[src/rtl/seg7_pkg.sv]
// ============================================================================
//  Module      : seg7_pkg
//  Description : Shared seven-segment cathode/anode constants, capture FSM
//                state type and BCD-to-binary helper.
//  Revision    : 1.0  initial release
// ============================================================================
`default_nettype none

package seg7_pkg;

  // Active-low cathode patterns, bit order {a,b,c,d,e,f,g}
  localparam logic [6:0] c_seg_0 = 7'b0000001;
  localparam logic [6:0] c_seg_1 = 7'b1001111;
  localparam logic [6:0] c_seg_2 = 7'b0010010;
  localparam logic [6:0] c_seg_3 = 7'b0000110;
  localparam logic [6:0] c_seg_4 = 7'b1001100;
  localparam logic [6:0] c_seg_5 = 7'b0100100;
  localparam logic [6:0] c_seg_6 = 7'b0100000;
  localparam logic [6:0] c_seg_7 = 7'b0001111;
  localparam logic [6:0] c_seg_8 = 7'b0000000;
  localparam logic [6:0] c_seg_9 = 7'b0000100;

  localparam logic [3:0] c_an_d3    = 4'b0111;
  localparam logic [3:0] c_an_d2    = 4'b1011;
  localparam logic [3:0] c_an_d1    = 4'b1101;
  localparam logic [3:0] c_an_d0    = 4'b1110;
  localparam logic [3:0] c_an_blank = 4'b1111;

  typedef enum logic [0:0] {
    COLLECT = 1'b0,
    CONVERT = 1'b1
  } cap_state_t;

  function automatic logic [13:0] frame_value(input logic [3:0][3:0] d);
    return (14'(d[3]) * 14'd1000) + (14'(d[2]) * 14'd100)
         + (14'(d[1]) * 14'd10) + 14'(d[0]);
  endfunction

endpackage

`default_nettype wire

[src/rtl/seg7_decode.sv]
// ============================================================================
//  Module      : seg7_decode
//  Description : Combinational active-low cathode to BCD decoder with legal flag.
//  Revision    : 1.0  initial release
// ============================================================================
`default_nettype none

module seg7_decode
  import seg7_pkg::*;
(
  input  logic [6:0] segments,
  output logic [3:0] digit,
  output logic       legal
);

  always_comb begin
    digit = 4'd0;
    legal = 1'b1;
    case (segments)
      c_seg_0: digit = 4'd0;
      c_seg_1: digit = 4'd1;
      c_seg_2: digit = 4'd2;
      c_seg_3: digit = 4'd3;
      c_seg_4: digit = 4'd4;
      c_seg_5: digit = 4'd5;
      c_seg_6: digit = 4'd6;
      c_seg_7: digit = 4'd7;
      c_seg_8: digit = 4'd8;
      c_seg_9: digit = 4'd9;
      default: legal = 1'b0;
    endcase
  end

endmodule

`default_nettype wire

[src/rtl/seven_segment_capture.sv]
// ============================================================================
//  Module      : seven_segment_capture
//  Description : Recovers a 4-digit number from a multiplexed seven-segment
//                display scan. Optional SEG_CAPTURE_ERR_EN adds pattern_error.
//  Revision    : 1.0  initial release
// ============================================================================
`default_nettype none

module seven_segment_capture
  import seg7_pkg::*;
#(
  parameter int STABLE_CYCLES = 1024
)
(
  input  logic        clock_100Mhz,
  input  logic        reset,
  input  logic [3:0]  anode_in,
  input  logic [6:0]  segment_in,
  output logic [15:0] captured_number,
  output logic        number_valid
`ifdef SEG_CAPTURE_ERR_EN
  ,
  output logic        pattern_error
`endif
);

  localparam int                 c_cnt_w   = $clog2(STABLE_CYCLES + 1);
  localparam logic [c_cnt_w-1:0] c_cnt_max = c_cnt_w'(STABLE_CYCLES);
  localparam logic [c_cnt_w-1:0] c_cnt_hit = c_cnt_w'(STABLE_CYCLES - 1);

  logic [10:0]        w_sample;
  logic [10:0]        r_sample;
  logic [c_cnt_w-1:0] r_count;
  logic [3:0]         w_anode;
  logic [3:0]         w_digit;
  logic               w_legal;
  logic [3:0]         w_cap_digit;
  logic [1:0]         w_slot;
  logic               w_anode_ok;
  logic               w_dwell_hit;
  logic               w_capture;
  logic               w_error;
  logic [3:0]         w_mask_next;
  logic [3:0]         r_mask;
  logic [3:0][3:0]    r_digits;
  logic [3:0]         r_snap_mask;
  logic [3:0][3:0]    r_snap_digits;
  logic [15:0]        r_number;
  logic               r_valid;
  logic               w_enter_convert;
  logic               w_frame_done;
  cap_state_t         r_state;
  cap_state_t         w_state_next;

  assign w_sample = {anode_in, segment_in};
  assign w_anode  = r_sample[10:7];

  // Dwell counter: restarts on any input change, saturates so the hit value occurs once
  always_ff @(posedge clock_100Mhz) begin
    if (reset) begin
      r_sample <= '0;
      r_count  <= '0;
    end else begin
      r_sample <= w_sample;
      if (w_sample != r_sample) begin
        r_count <= '0;
      end else if (r_count != c_cnt_max) begin
        r_count <= r_count + c_cnt_w'(1);
      end
    end
  end

  seg7_decode u_decode (
    .segments (r_sample[6:0]),
    .digit    (w_digit),
    .legal    (w_legal)
  );

  always_comb begin
    w_slot     = 2'd0;
    w_anode_ok = 1'b0;
    case (w_anode)
      c_an_d3: begin w_slot = 2'd3; w_anode_ok = 1'b1; end
      c_an_d2: begin w_slot = 2'd2; w_anode_ok = 1'b1; end
      c_an_d1: begin w_slot = 2'd1; w_anode_ok = 1'b1; end
      c_an_d0: begin w_slot = 2'd0; w_anode_ok = 1'b1; end
      default: ;
    endcase
  end

  assign w_dwell_hit = (r_count == c_cnt_hit);
  assign w_cap_digit = w_legal ? w_digit : 4'd0;

`ifdef SEG_CAPTURE_ERR_EN
  logic w_blank;
  logic r_pattern_error;

  assign w_blank   = (w_anode == c_an_blank);
  assign w_capture = w_dwell_hit && w_anode_ok && w_legal;
  assign w_error   = w_dwell_hit && !w_blank && !(w_anode_ok && w_legal);

  always_ff @(posedge clock_100Mhz) begin
    if (reset) begin
      r_pattern_error <= 1'b0;
    end else begin
      r_pattern_error <= w_error;
    end
  end

  assign pattern_error = r_pattern_error;
`else
  assign w_capture = w_dwell_hit && w_anode_ok;
  assign w_error   = 1'b0;
`endif

  // A capture landing on the CONVERT entry cycle seeds the next frame
  always_comb begin
    w_mask_next = w_enter_convert ? 4'h0 : r_mask;
    if (w_error) begin
      w_mask_next = 4'h0;
    end
    if (w_capture) begin
      w_mask_next[w_slot] = 1'b1;
    end
  end

  always_ff @(posedge clock_100Mhz) begin
    if (reset) begin
      r_mask   <= 4'h0;
      r_digits <= '0;
    end else begin
      r_mask <= w_mask_next;
      if (w_capture) begin
        r_digits[w_slot] <= w_cap_digit;
      end
    end
  end

  always_ff @(posedge clock_100Mhz) begin
    if (reset) begin
      r_state <= COLLECT;
    end else begin
      r_state <= w_state_next;
    end
  end

  always_comb begin
    w_state_next = r_state;
    case (r_state)
      COLLECT: if (r_mask == 4'hF) w_state_next = CONVERT;
      CONVERT: w_state_next = COLLECT;
      default: w_state_next = COLLECT;
    endcase
  end

  always_comb begin
    w_enter_convert = 1'b0;
    w_frame_done    = 1'b0;
    case (r_state)
      COLLECT: w_enter_convert = (r_mask == 4'hF);
      CONVERT: w_frame_done    = (r_snap_mask == 4'hF);
      default: ;
    endcase
  end

  always_ff @(posedge clock_100Mhz) begin
    if (reset) begin
      r_snap_mask   <= 4'h0;
      r_snap_digits <= '0;
      r_number      <= 16'd0;
      r_valid       <= 1'b0;
    end else begin
      if (w_enter_convert) begin
        r_snap_mask   <= r_mask;
        r_snap_digits <= r_digits;
      end
      r_valid <= w_frame_done;
      if (w_frame_done) begin
        r_number <= {2'b00, frame_value(r_snap_digits)};
      end
    end
  end

  assign captured_number = r_number;
  assign number_valid    = r_valid;

endmodule

`default_nettype wire
[config.mk]
export PLATFORM = sky130hd
export DESIGN_NAME = seven_segment_capture
export DESIGN_NICKNAME = d
export VERILOG_FILES = /design/src/rtl/seg7_pkg.sv /design/src/rtl/seg7_decode.sv /design/src/rtl/seven_segment_capture.sv
export SDC_FILE = /design/constraint.sdc
export NUM_CORES = 1
export LEC_CHECK = 0
export ABC_AREA = 1
export BUFFER_PORTS_ARGS = -buffer_cell sky130_fd_sc_hd__buf_4
export CAP_MARGIN = 20
export CORE_MARGIN = 2
export CORE_UTILIZATION = 62
export DETAILED_ROUTE_END_ITERATION = 12
export PLACE_DENSITY_LB_ADDON = 0.08
export SETUP_SLACK_MARGIN = 0.3
export SLEW_MARGIN = 0
export SYNTH_ARGS = -nofsm -noshare
export SYNTH_HDL_FRONTEND = slang
export SYNTH_SLANG_ARGS = --single-unit
[constraint.sdc]
create_clock -name clock_100Mhz -period 9.53 [get_ports clock_100Mhz]
set_input_delay 1.906 -clock clock_100Mhz [delete_from_list [all_inputs] [get_ports clock_100Mhz]]
set_output_delay 1.906 -clock clock_100Mhz [all_outputs]
set_load 0.01 [all_outputs]
Word-level counts from Yosys, hierarchy flattened
Cells that the tools add are included.
{"block": "word_totals", "reg_bits": 78, "out_inout_bits": 17, "elab_cells": 66}
{"block": "op_classes", "addsub": 4, "mul": 3, "magnitude_cmp": 2, "eq_ne": 18, "muxes": 16, "n_bitwise": 2, "reduce_logical": 6}
{"op": "$pmux W4 S9", "count": 1}
{"op": "$eq A4 B4 Y1 const B", "count": 5}
{"op": "$bwmux W16", "count": 1}
{"op": "$mux W4", "count": 4}
{"op": "$add A14 B11 Y14", "count": 1}
{"op": "$add A14 B4 Y14", "count": 1}
{"op": "$add A14 B8 Y14", "count": 1}
{"op": "$eq A7 B3 Y1 const B", "count": 2}
{"op": "$eq A7 B6 Y1 const B", "count": 2}
{"op": "$eq A7 B7 Y1 const B", "count": 2}
{"op": "$add A11 B1 Y11 const B", "count": 1}
{"op": "$eq A11 B10 Y1 const B", "count": 1}
{"op": "$mul A4 B7 Y11 const B", "count": 1}
{"op": "$ne A11 B11 Y1", "count": 1}
{"op": "$ne A11 B11 Y1 const B", "count": 1}
{"op": "$reduce_or A10 Y1", "count": 1}
{"op": "$mul A4 B5 Y9 const B", "count": 1}
{"op": "$demux W4 S2", "count": 1}
{"op": "$eq A7 B1 Y1 const B", "count": 1}
{"op": "$eq A7 B4 Y1 const B", "count": 1}
{"op": "$eq A7 B5 Y1 const B", "count": 1}
{"op": "$logic_not A7 Y1", "count": 1}
{"op": "$mul A4 B3 Y7 const B", "count": 1}
{"op": "$mux W1", "count": 6}
{"op": "other kinds (11)", "count": 12}

Depth between registers and ports, before layout
Gate-level depths: netlist (run 1).
{"block": "depth", "ltp_word": 8, "depth_mapped": 19, "depth_no_buf": 19}

Modules after synthesis
From an unflattened synthesis (run 1), not the netlist that was laid out.
{"block": "unflattened", "hier_cells": 680, "hier_area_um2": 5027.3}
{"module": "seven_segment_capture", "n_inst": 1, "cells_per_inst": 631, "area_per_inst_um2": 4788.3, "seq_area_each_um2": 1561.5}
{"module": "seg7_decode", "n_inst": 1, "cells_per_inst": 49, "area_per_inst_um2": 239.0, "seq_area_each_um2": 0.0}

Least setup slack after synthesis (run 1)
OpenSTA, ideal clock, no wires.
{"block": "synth_timing", "kind": "register to register", "startpoint": "reg r_snap_digits[13] (netlist name)", "endpoint": "reg r_number[12], in the netlist captured_number[12]", "setup_ns": 0.109, "arrival_time_ns": 3.779, "required_time_ns": 9.421, "path_slack_ns": 5.642, "path_stages_with_launch": 20, "path_buffers": 0, "path_cell_list": "dfxtp_1 fa_1 inv_1 fa_1 ha_1 nand2_1 o21ai_0 xor2_1 inv_1 ha_1 ha_1 ha_1 nand2_1 inv_1 a21oi_1 nand3_1 nand2_1 nand3_1 nand2_1 inv_1"}
{"block": "synth_between", "elab_chain_len": 4}
{"element": "from (decl)", "line": "seven_segment_capture.sv:47", "rtl": "logic [3:0][3:0] r_snap_digits;"}
{"element": "from (signal assigned)", "line": "seven_segment_capture.sv:175", "rtl": "r_snap_digits <= r_digits;"}
{"element": "$mul A4 B7 Y11", "line": "seg7_pkg.sv:35", "rtl": "return (14'(d[3]) * 14'd1000) + (14'(d[2]) * 14'd100)"}
{"element": "$add A14 B11 Y14", "line": "seg7_pkg.sv:35"}
{"element": "$add A14 B8 Y14", "line": "seg7_pkg.sv:36", "rtl": "+ (14'(d[1]) * 14'd10) + 14'(d[0]);"}
{"element": "$add A14 B4 Y14", "line": "seg7_pkg.sv:36"}
{"element": "to (signal assigned)", "line": "seven_segment_capture.sv:179", "rtl": "r_number <= {2'b00, frame_value(r_snap_digits)};"}
{"element": "to (decl)", "line": "seven_segment_capture.sv:48", "rtl": "logic [15:0] r_number;"}
No other way between the ends.
A chain may end at the register's enable or synchronous reset.

Final worst setup path (run 1)
{"block": "layout_timing", "startpoint": "reg r_snap_digits[13] (netlist name)", "endpoint": "reg r_number[11], in the netlist captured_number[11]"}
Same word-level chain as after synthesis.

==> results_dict.tcl, run 1 <==
set metrics [dict create \
    status "finished clean" \
    grt_pass1_wl_um 16730 \
    row_count 32 \
    drive_gt1_share_pct 9.955 \
    antenna_found_initial 0 \
    finalClockSkew_ns 0.01515 \
    cts_buffers 9 \
    ys_types 41 \
    synth_top_area_share_pct 31.96 \
    pwr-share-clk_pct 44.4 \
    path_class "register to register" \
    gp_congestion 0.8607 \
    fmax_mhz 240.0 \
    synth_cells 643 \
    fp.coreArea_um2 7687 \
    sw_frac_of_total_pct 22.87 \
    cts_tree "done" \
    io_buffers 27 \
    powerDensity_nw_per_um2 118.7 \
    wire_per_inst_um 12.31 \
    postCtsHoldBufs 0 \
    htree_levels 3 \
    hold_viol 0 \
    p_seq_share_pct 51.8 \
    yosysWarnings 0 \
    worstMarginPinSlew_ns 0.9361 \
    synth_area_leaders "dfxtp_1 32%, ha_1 13%, nor2_1 8.6%, inv_1 7.0%, fa_1 7.0%" \
    drtIter0Drc 157 \
    fin_setup_tns_ns 0 \
    critPathSlowestCell "fa_1" \
    required_ns 9.78 \
    synth_area_um2 4886 \
    rsz0062_at_grt "false" \
    max_slew_margin_pct 37.36 \
    synth_seq_area_share_pct 31.96 \
    clock_latency_ns 0.35 \
    cts_num_sinks 78 \
    stdcell_count 775 \
    max_stage_delay_ns 0.67 \
    grt.overflow.total 0 \
    final_util_pct 70.08 \
    grt_max_degree 36 \
    grt_pass1_vias 3918 \
    dr.pass1.iters 4 \
    internal-power_mw 0.4934 \
    postRouteAntennaNets 0 \
    initial_utilization_pct 63.56 \
    routed_wirelength_um 9538 \
    power.leakage_nw 2.782 \
    period_share_pct 43.73 \
    holdCritPathClass "register to register" \
    placed_cells 759 \
    vias_per_cell 5.169 \
    finalSetupViolations 0 \
    clk_pin_slew_ns 0.09 \
    drc 0 \
    layout.cell_area.non_filler_um2 5388 \
    die-area_um2 8606 \
    die_w_um 92.77 \
    diodes 0 \
    die_h_um 92.77 \
    end_kind "register" \
    final_nets 750 \
    arrival_ns 4.42 \
    grt_usage_pct 24.06 \
    fin_crit_ns 4.167 \
    ios 30 \
    irDropWorstVdd_v 0.0001169 \
    cts_root_buffer "clkbuf_8" \
    cts_setup_buffers 0 \
    syn2layout_area_growth_pct 10.27 \
    cap_violations 0 \
    avgSynthCellArea_um2 7.599 \
    switchingPower_mw 0.1463 \
    cts_resized 0 \
    synth_area_leader_cell "dfxtp_1" \
    ys_ff_latch 78 \
    finalPower_mw 0.6397 \
    fillers 683 \
    cts_max_path_buffers 2 \
    dpl_cell_area_um2 5157 \
    vias 4006 \
    path_max_fanout 5 \
    start_kind "register" \
    dpl.hpwl_um 7446 \
    pwr-share-comb_pct 3.8 \
    slew_viol_final 0 \
    path_cells "fa_1, inv_1, fa_1, ha_1, nand2_1, o21ai_0, xor2_1, inv_1, ha_1, ha_1, ha_1, nand2_1, nor2_1, nor2_1, nand2_1, nand2_1, nand3_1, o211ai_1, inv_1" \
]
## metrics by stage
step                      setup WS (ns)  hold WS (ns)
final                             5.363        0.4612
after global routing              5.003        0.4852
after CTS                         5.338        0.4654
after detailed placement          5.332        0.4516
after global placement            5.438        0.4483
after floorplan                   5.642        0.4362
## Yosys cell counts (all sizes together)
cell	instances
o21ai	42
a21oi	36
o22ai	5
a31oi	1
fa	17
a22oi	1
nor4b	1
nand4	6
nor2	116
nand2	92
o21bai	1
inv	95
and2	1
ha	52
nor3	9
clkbuf	9
nand3	43
nor4	1
a21o	3
or2	1
conb	1
o211ai	3
xnor2	6
xor2	12
buf	5
dfxtp	78
nor3b	3
clkinv	2
nand3b	1
## state kept, by name (all words and copies together) (netlist names)
| register | count |
|---|---|
| r_count | 11 |
| captured_number | 14 |
| r_digits | 16 |
| r_sample | 11 |
| r_snap_digits | 16 |
| number_valid | 1 |
| r_mask | 4 |
| r_snap_mask | 4 |
| r_state | 1 |
## placed cells by master (no fill, tap or decap), drive strengths merged
master | synthesis | routed
a22oi | 1 | 1
and2 | 1 | 1
nand4 | 6 | 6
nand3 | 43 | 43
nor3b | 3 | 3
or2 | 1 | 1
xor2 | 12 | 12
o22ai | 5 | 5
a31oi | 1 | 1
ha | 52 | 52
nor3 | 9 | 9
clkinv | 2 | 2
o21bai | 1 | 1
o211ai | 3 | 3
a21oi | 36 | 36
bufinv | 0 | 2
o21ai | 42 | 42
buf | 5 | 27
xnor2 | 6 | 6
dfxtp | 78 | 78
clkbuf | 9 | 10
nor4 | 1 | 1
nand3b | 1 | 1
fa | 17 | 17
nand2 | 92 | 92
nor4b | 1 | 1
a21o | 3 | 3
nor2 | 116 | 116
conb | 1 | 2
inv | 95 | 97
clkinvlp | 0 | 2
## layer usage
layer	up-vias	global-route usage [%]	share of wire (%)	routed length, µm
met3	13	3.662	2.2	212
li1	2112	-	-	-
met1	1831	27.68	44	4190
met4	0	8.333	1.9	178
met5	-	0	0	0
met2	50	44.99	52	4956
## area by class of cell
type / instances / area (µm²) / share of cell area [%]
multi-input combinational: 455 / 2897 / 53.76
clock inverter: 6 / 92.59 / 1.719
sequential: 78 / 1562 / 28.98
tap: 102 / 127.6 / 2.369
inverter: 97 / 369.1 / 6.851
clock buffer: 10 / 137.6 / 2.555
timing repair buffer: 27 / 202.7 / 3.762
## power by group through the flow
stage,combinational [mW],sequential [mW],clock (mW)
5_1_grt,0.0276,0.332,0.302
6_report,0.0244,0.331,0.284
3_5_place_dp,0.0243,0.339,0
4_1_cts,0.0244,0.331,0.288
2_1_floorplan,0.0167,0.338,0
3_3_place_gp,0.0236,0.339,0
## worst max-delay path: cells and delay by family, from the launching register on
family                   cells  cell delay [ns]
AND/OR/NAND/NOR              7             0.56
AO/OA/AOI/OAI                2             0.37
buffers and inverters        3             0.20
XOR/XNOR                     1             0.17
adder cells (fa/ha/maj)      6             2.40
flip-flops                   1             0.38
## logic make-up (layout without fill, tap and decap cells)
logic type	count (synthesis)	in the layout	share of synthesized area (%)
AND/OR/NAND/NOR	274	274	25.48
buffers and inverters	111	140	8.835
AO/OA/AOI/OAI	92	92	10.14
flip-flops	78	78	31.96
adder cells (fa/ha/maj)	69	69	20.28
XOR/XNOR	18	18	3.227
other	1	2	0.07675
## path summary, 6_finish.rpt
| check | depth (start not counted) | startpoint | to | slack, ns |
|---|---|---|---|---|
| max | 19 | r_snap_digits[13] | captured_number[11] | 5.36 |
| min | 2 | r_snap_mask[2] | r_snap_mask[2] | 0.46 |
| max reg2reg | 19 | r_snap_digits[13] | captured_number[11] | 5.36 |
| min reg2reg | 2 | r_snap_mask[2] | r_snap_mask[2] | 0.46 |
(Power assumes the default switching activity.)
==> run 2: changes to the inputs <==
- CORE_UTILIZATION: 62 -> 55
- clock period: 9.53 -> 3.6 ns (I/O delays scaled with it)
==> results_dict.tcl, run 2 (synthesized netlist as in run 1, its figures left out) <==
set metrics [dict create \
    min_from "r_count[10]" \
    initial_utilization_pct 56.30 \
    end_kind "register" \
    finalClockSkew_ns 0.009468 \
    htree_levels 3 \
    power.leakage_nw 2.865 \
    arrival_ns 3.94 \
    powerDensity_nw_per_um2 264.1 \
    start_kind "register" \
    status "finished, violations left" \
    dr.pass1.iters 4 \
    placed_cells 773 \
    pwr-share-clk_pct 39.7 \
    multi_input_area_um2 3293 \
    final_util_pct 67.92 \
    worstMarginPinSlew_ns 0.5802 \
    violations "setup timing" \
    io_buffers 27 \
    detailedPlace.worstSlack_ns -0.1146 \
    fin_setup_tns_ns -0.2829 \
    fmax_mhz 271.8 \
    holdCritPathClass "register to register" \
    drive_gt1_share_pct 20.64 \
    fillers 755 \
    seq_area_um2 1574 \
    switchingPower_mw 0.4078 \
    clock_latency_ns 0.35 \
    worst_slack_ns -0.07923 \
    cts_root_buffer "clkbuf_8" \
    grt_usage_pct 22.25 \
    finalSetupViolations 5 \
    rrSetupSlack_ns -0.08 \
    final_nets 765 \
    routed_wirelength_um 10200 \
    internal-power_mw 1.149 \
    fin_crit_ns 3.679 \
    clk_pin_slew_ns 0.09 \
    drtIter0Drc 142 \
    vias_per_cell 5.232 \
    grt.overflow.total 0 \
    cts_num_sinks 78 \
    die_w_um 98.25 \
    dpl_cell_area_um2 5461 \
    grt_pass1_wl_um 17810 \
    die_h_um 98.25 \
    ios 30 \
    die-area_um2 9653 \
    pwr-share-comb_pct 4.0 \
    layout.cell_area.non_filler_um2 5894 \
    path_cells "fa_2, inv_2, fa_1, ha_4, nand2_2, o21ai_2, xor2_1, inv_1, ha_4, ha_4, ha_4, nand2_2, inv_1, a21oi_2, nand3_1, nand2_1, nand3_1, nand2_1, inv_1" \
    vias 4165 \
    gp_congestion 0.8579 \
    period_share_pct 102.2 \
    mostFrequentLayoutCells "109 x nor2_1, 85 x inv_1, 79 x nand2_1" \
    postRouteAntennaNets 0 \
    min_path_cells 2 \
    hold_viol 0 \
    worstReg2RegEnd "captured_number[12]" \
    r2r-start "r_snap_digits[13]" \
    cts_tree "done" \
    stdcell_count 796 \
    hold_ws_ns 0.4693 \
    fp.coreArea_um2 8678 \
    diodes 0 \
    cp_common_cell "ha_4" \
    syn2layout_area_growth_pct 20.64 \
    row_count 34 \
    grt_max_degree 36 \
    slew_viol_final 0 \
    drc 0 \
    final_common_cell "nor2_1" \
    critPathSlowestCell "fa_2" \
    sw_frac_of_total_pct 26.19 \
    finalPower_mw 1.557 \
    wire_per_inst_um 12.81 \
    max_slew_margin_pct 61.28 \
    irDropWorstVdd_v 0.0002247 \
    r2r_cells 19 \
    grt_pass1_vias 4079 \
    cts_buffers 9 \
    rsz0062_at_grt "true" \
    antenna_found_initial 0 \
    cts_max_path_buffers 2 \
    path_class "register to register" \
    min_to "r_count[10]" \
    postCtsHoldBufs 0 \
    p_seq_share_pct 56.2 \
    required_ns 3.86 \
    path_max_fanout 4 \
    cap_violations 0 \
    dpl.hpwl_um 7691 \
    max_stage_delay_ns 0.61 \
]
==> run 2: final cells by class <==
type / count / share of cell area (%)
multi-input cells: 455 / 55.87
flip-flops and latches: 78 / 26.70
inverters: 97 / 6.262
repair buffers: 42 / 5.816
well taps: 108 / 2.293
clock buffers: 9 / 2.101
clock inverters: 7 / 0.9552
==> run 2: how the worst max path moves through the flow <==
stage	from	slack (ns)	cells after the start	to
6_report	r_snap_digits[13]	-0.08	19	captured_number[12]
5_1_grt	r_snap_digits[13]	-0.30	18	captured_number[13]
3_3_place_gp	r_snap_digits[15]	-0.003	18	captured_number[13]
3_5_place_dp	r_snap_digits[15]	-0.11	18	captured_number[13]
2_1_floorplan	r_snap_digits[15]	0.06	19	captured_number[13]
4_1_cts	r_snap_digits[14]	-0.1	19	captured_number[13]
==> run 2: worst max-delay path: cells and delay by family (launching register included) <==
kind | cells | cell delay [ns]
buffers and inverters | 4 | 0.21
adders and majority gates | 6 | 2.10
AOI/OAI and AO/OA | 2 | 0.28
DFF | 1 | 0.37
and+or+nand+nor | 6 | 0.44
xor gates and xnor gates | 1 | 0.16
==> run 2: repair_timing <==
| action | in CTS | in global routing |
|---|---|---|
| endpoints found under the setup margin | 8 | 8 |
| buffers inserted | 6 | 1 |
| pin swaps | 18 | 12 |
| gates resized for setup | 28 | 18 |
==> run 2: metal layers <==
metal	global-route usage, %	vias to the layer above	share of wire, %
met5	0	-	0
met4	6.217	0	1.4
met3	3.937	12	2.8
met2	38.41	64	48
met1	28.77	1946	48
li1	-	2143	-
==> run 2: power by group through the flow <==
stage	Sequential (mW)	Combinational (mW)	Clock (mW)
6_report	0.875	0.0627	0.619
5_1_grt	0.876	0.0709	0.666
4_1_cts	0.875	0.0631	0.630
3_5_place_dp	0.896	0.0629	0
3_3_place_gp	0.896	0.0618	0
2_1_floorplan	0.894	0.0441	0
==> run 3: changes to the inputs <==
- BUFFER_PORTS_ARGS: -buffer_cell sky130_fd_sc_hd__buf_4 -> -buffer_cell sky130_fd_sc_hd__buf_2
==> results_dict.tcl, run 3 (synthesized netlist as in run 1, its figures left out) <==
set metrics [dict create \
    grt_usage_pct 23.44 \
    worstMarginPinSlew_ns 0.6702 \
    wire_per_inst_um 13.52 \
    vias_per_cell 5.297 \
    cts_buffers 9 \
    cts_root_buffer "clkbuf_8" \
    period_share_pct 102.9 \
    ios 30 \
    fmax_mhz 269.9 \
    initial_utilization_pct 56.30 \
    globalRouteMet3Util_pct 3.508 \
    top_usage_layer "met2" \
    antenna_found_initial 0 \
    grt_max_degree 35 \
    detailedPlace.worstSlack_ns -0.1104 \
    final_util_pct 67.24 \
    final_common_cell "nor2_1" \
    drive_gt1_share_pct 21.34 \
    finalSetupViolations 4 \
    grt.overflow.total 0 \
    path_class "register to register" \
    grt_pass1_wl_um 18830 \
    irDropWorstVdd_v 0.0003231 \
    final_nets 766 \
    holdCritPathClass "register to register" \
    status "finished, violations left" \
    placed_cells 774 \
    drtIter0Drc 199 \
    row_count 34 \
    rsz0062_at_grt "true" \
    syn2layout_area_growth_pct 19.44 \
    stdcell_count 797 \
    path_max_fanout 4 \
    postCtsHoldBufs 0 \
    max_slew_margin_pct 55.32 \
    cts_max_path_buffers 2 \
    grt_use_met1_pct 30.83 \
    cap_violations 0 \
    grt_pass1_vias 4180 \
    fin_crit_ns 3.705 \
    clk_pin_slew_ns 0.10 \
    power.leakage_nw 2.861 \
    die-area_um2 9653 \
    postRouteAntennaNets 0 \
    dr.pass1.iters 4 \
    die_h_um 98.25 \
    routed_wirelength_um 10780 \
    htree_levels 3 \
    io_buffers 27 \
    worst_slack_ns -0.1055 \
    gp_congestion 0.8707 \
    fp.coreArea_um2 8678 \
    start_kind "register" \
    finalClockSkew_ns 0.01569 \
    powerDensity_nw_per_um2 277.5 \
    drc 0 \
    clock_latency_ns 0.35 \
    slew_viol_final 0 \
    hold_viol 0 \
    violations "setup timing" \
    arrival_ns 4.00 \
    end_kind "register" \
    cts_num_sinks 78 \
    vias 4222 \
    met2_usage_pct 40.99 \
    mostFrequentLayoutCells "109 x nor2_1, 85 x inv_1, 76 x nand2_1" \
    cts_tree "done" \
    finalPower_mw 1.620 \
    required_ns 3.89 \
    die_w_um 98.25 \
    dpl.hpwl_um 8087 \
    diodes 0 \
]
-- run 3: layout make-up --
type	count	area, µm²
Clock buffer	9	123.9
Sequential cell	78	1574
Fill cell	730	2843
Inverter	97	369.1
Timing Repair Buffer	43	275.3
Clock inverter	7	77.57
Multi-Input combinational cell	455	3281
Tap cell	108	135.1
-- run 3: worst paths after layout --
path	end	slack, ns	cells past startpoint	startpoint
setup / recovery	captured_number[13]	-0.11	19	r_snap_digits[14]
hold / removal	r_digits[14]	0.46	2	r_digits[14]
setup reg to reg	captured_number[13]	-0.11	19	r_snap_digits[14]
hold reg to reg	r_digits[14]	0.46	2	r_digits[14]
-- run 3: worst max-delay path: stages, from the launching register on --
cell	delay [ns]
dfxtp_4	0.36
fa_2	0.60
inv_2	0.04
fa_1	0.48
ha_4	0.31
nand2_2	0.05
o21ai_2	0.14
xor2_1	0.15
inv_1	0.08
ha_4	0.27
ha_4	0.19
ha_4	0.29
nand2_4	0.06
nor2_4	0.14
nand3_2	0.09
nand3_2	0.09
inv_1	0.04
nand2_1	0.04
nand2_1	0.07
a21oi_2	0.13
-- run 3: through the flow --
stage | hold slack (ns) | TNS, ns | cell area [µm²]
2_1_floorplan | 0.4362 | 0 | 5126
3_3_place_gp | 0.4480 | 0 | 5401
3_5_place_dp | 0.4552 | -0.2854 | 5401
4_1_cts | 0.4671 | -0.2788 | 5746
5_1_grt | 0.4857 | -1.154 | 5836
6_report | 0.4638 | -0.2443 | 5836
-- run 3: power by group --
part	switching (mW)	leakage (nW)	internal [mW]
Sequential	0.00940	0.634	0.866
Combinational	0.0403	2.13	0.0203
Clock	0.355	0.0972	0.328
Total	0.405	2.86	1.21
-- run 3: timing repair --
item | in CTS | in global routing
setup endpoints to repair | 8 | 8
pin swaps | 24 | 9
setup buffers | 5 | 2
resized for setup | 28 | 16
-- run 3: routing by layer --
| layer | up-vias | share of wire, % |
|---|---|---|
| met1 | 1990 | 47 |
| met3 | 17 | 2.8 |
| met2 | 67 | 49 |
| li1 | 2148 | - |
| met5 | - | 0 |
| met4 | 0 | 1.3 |
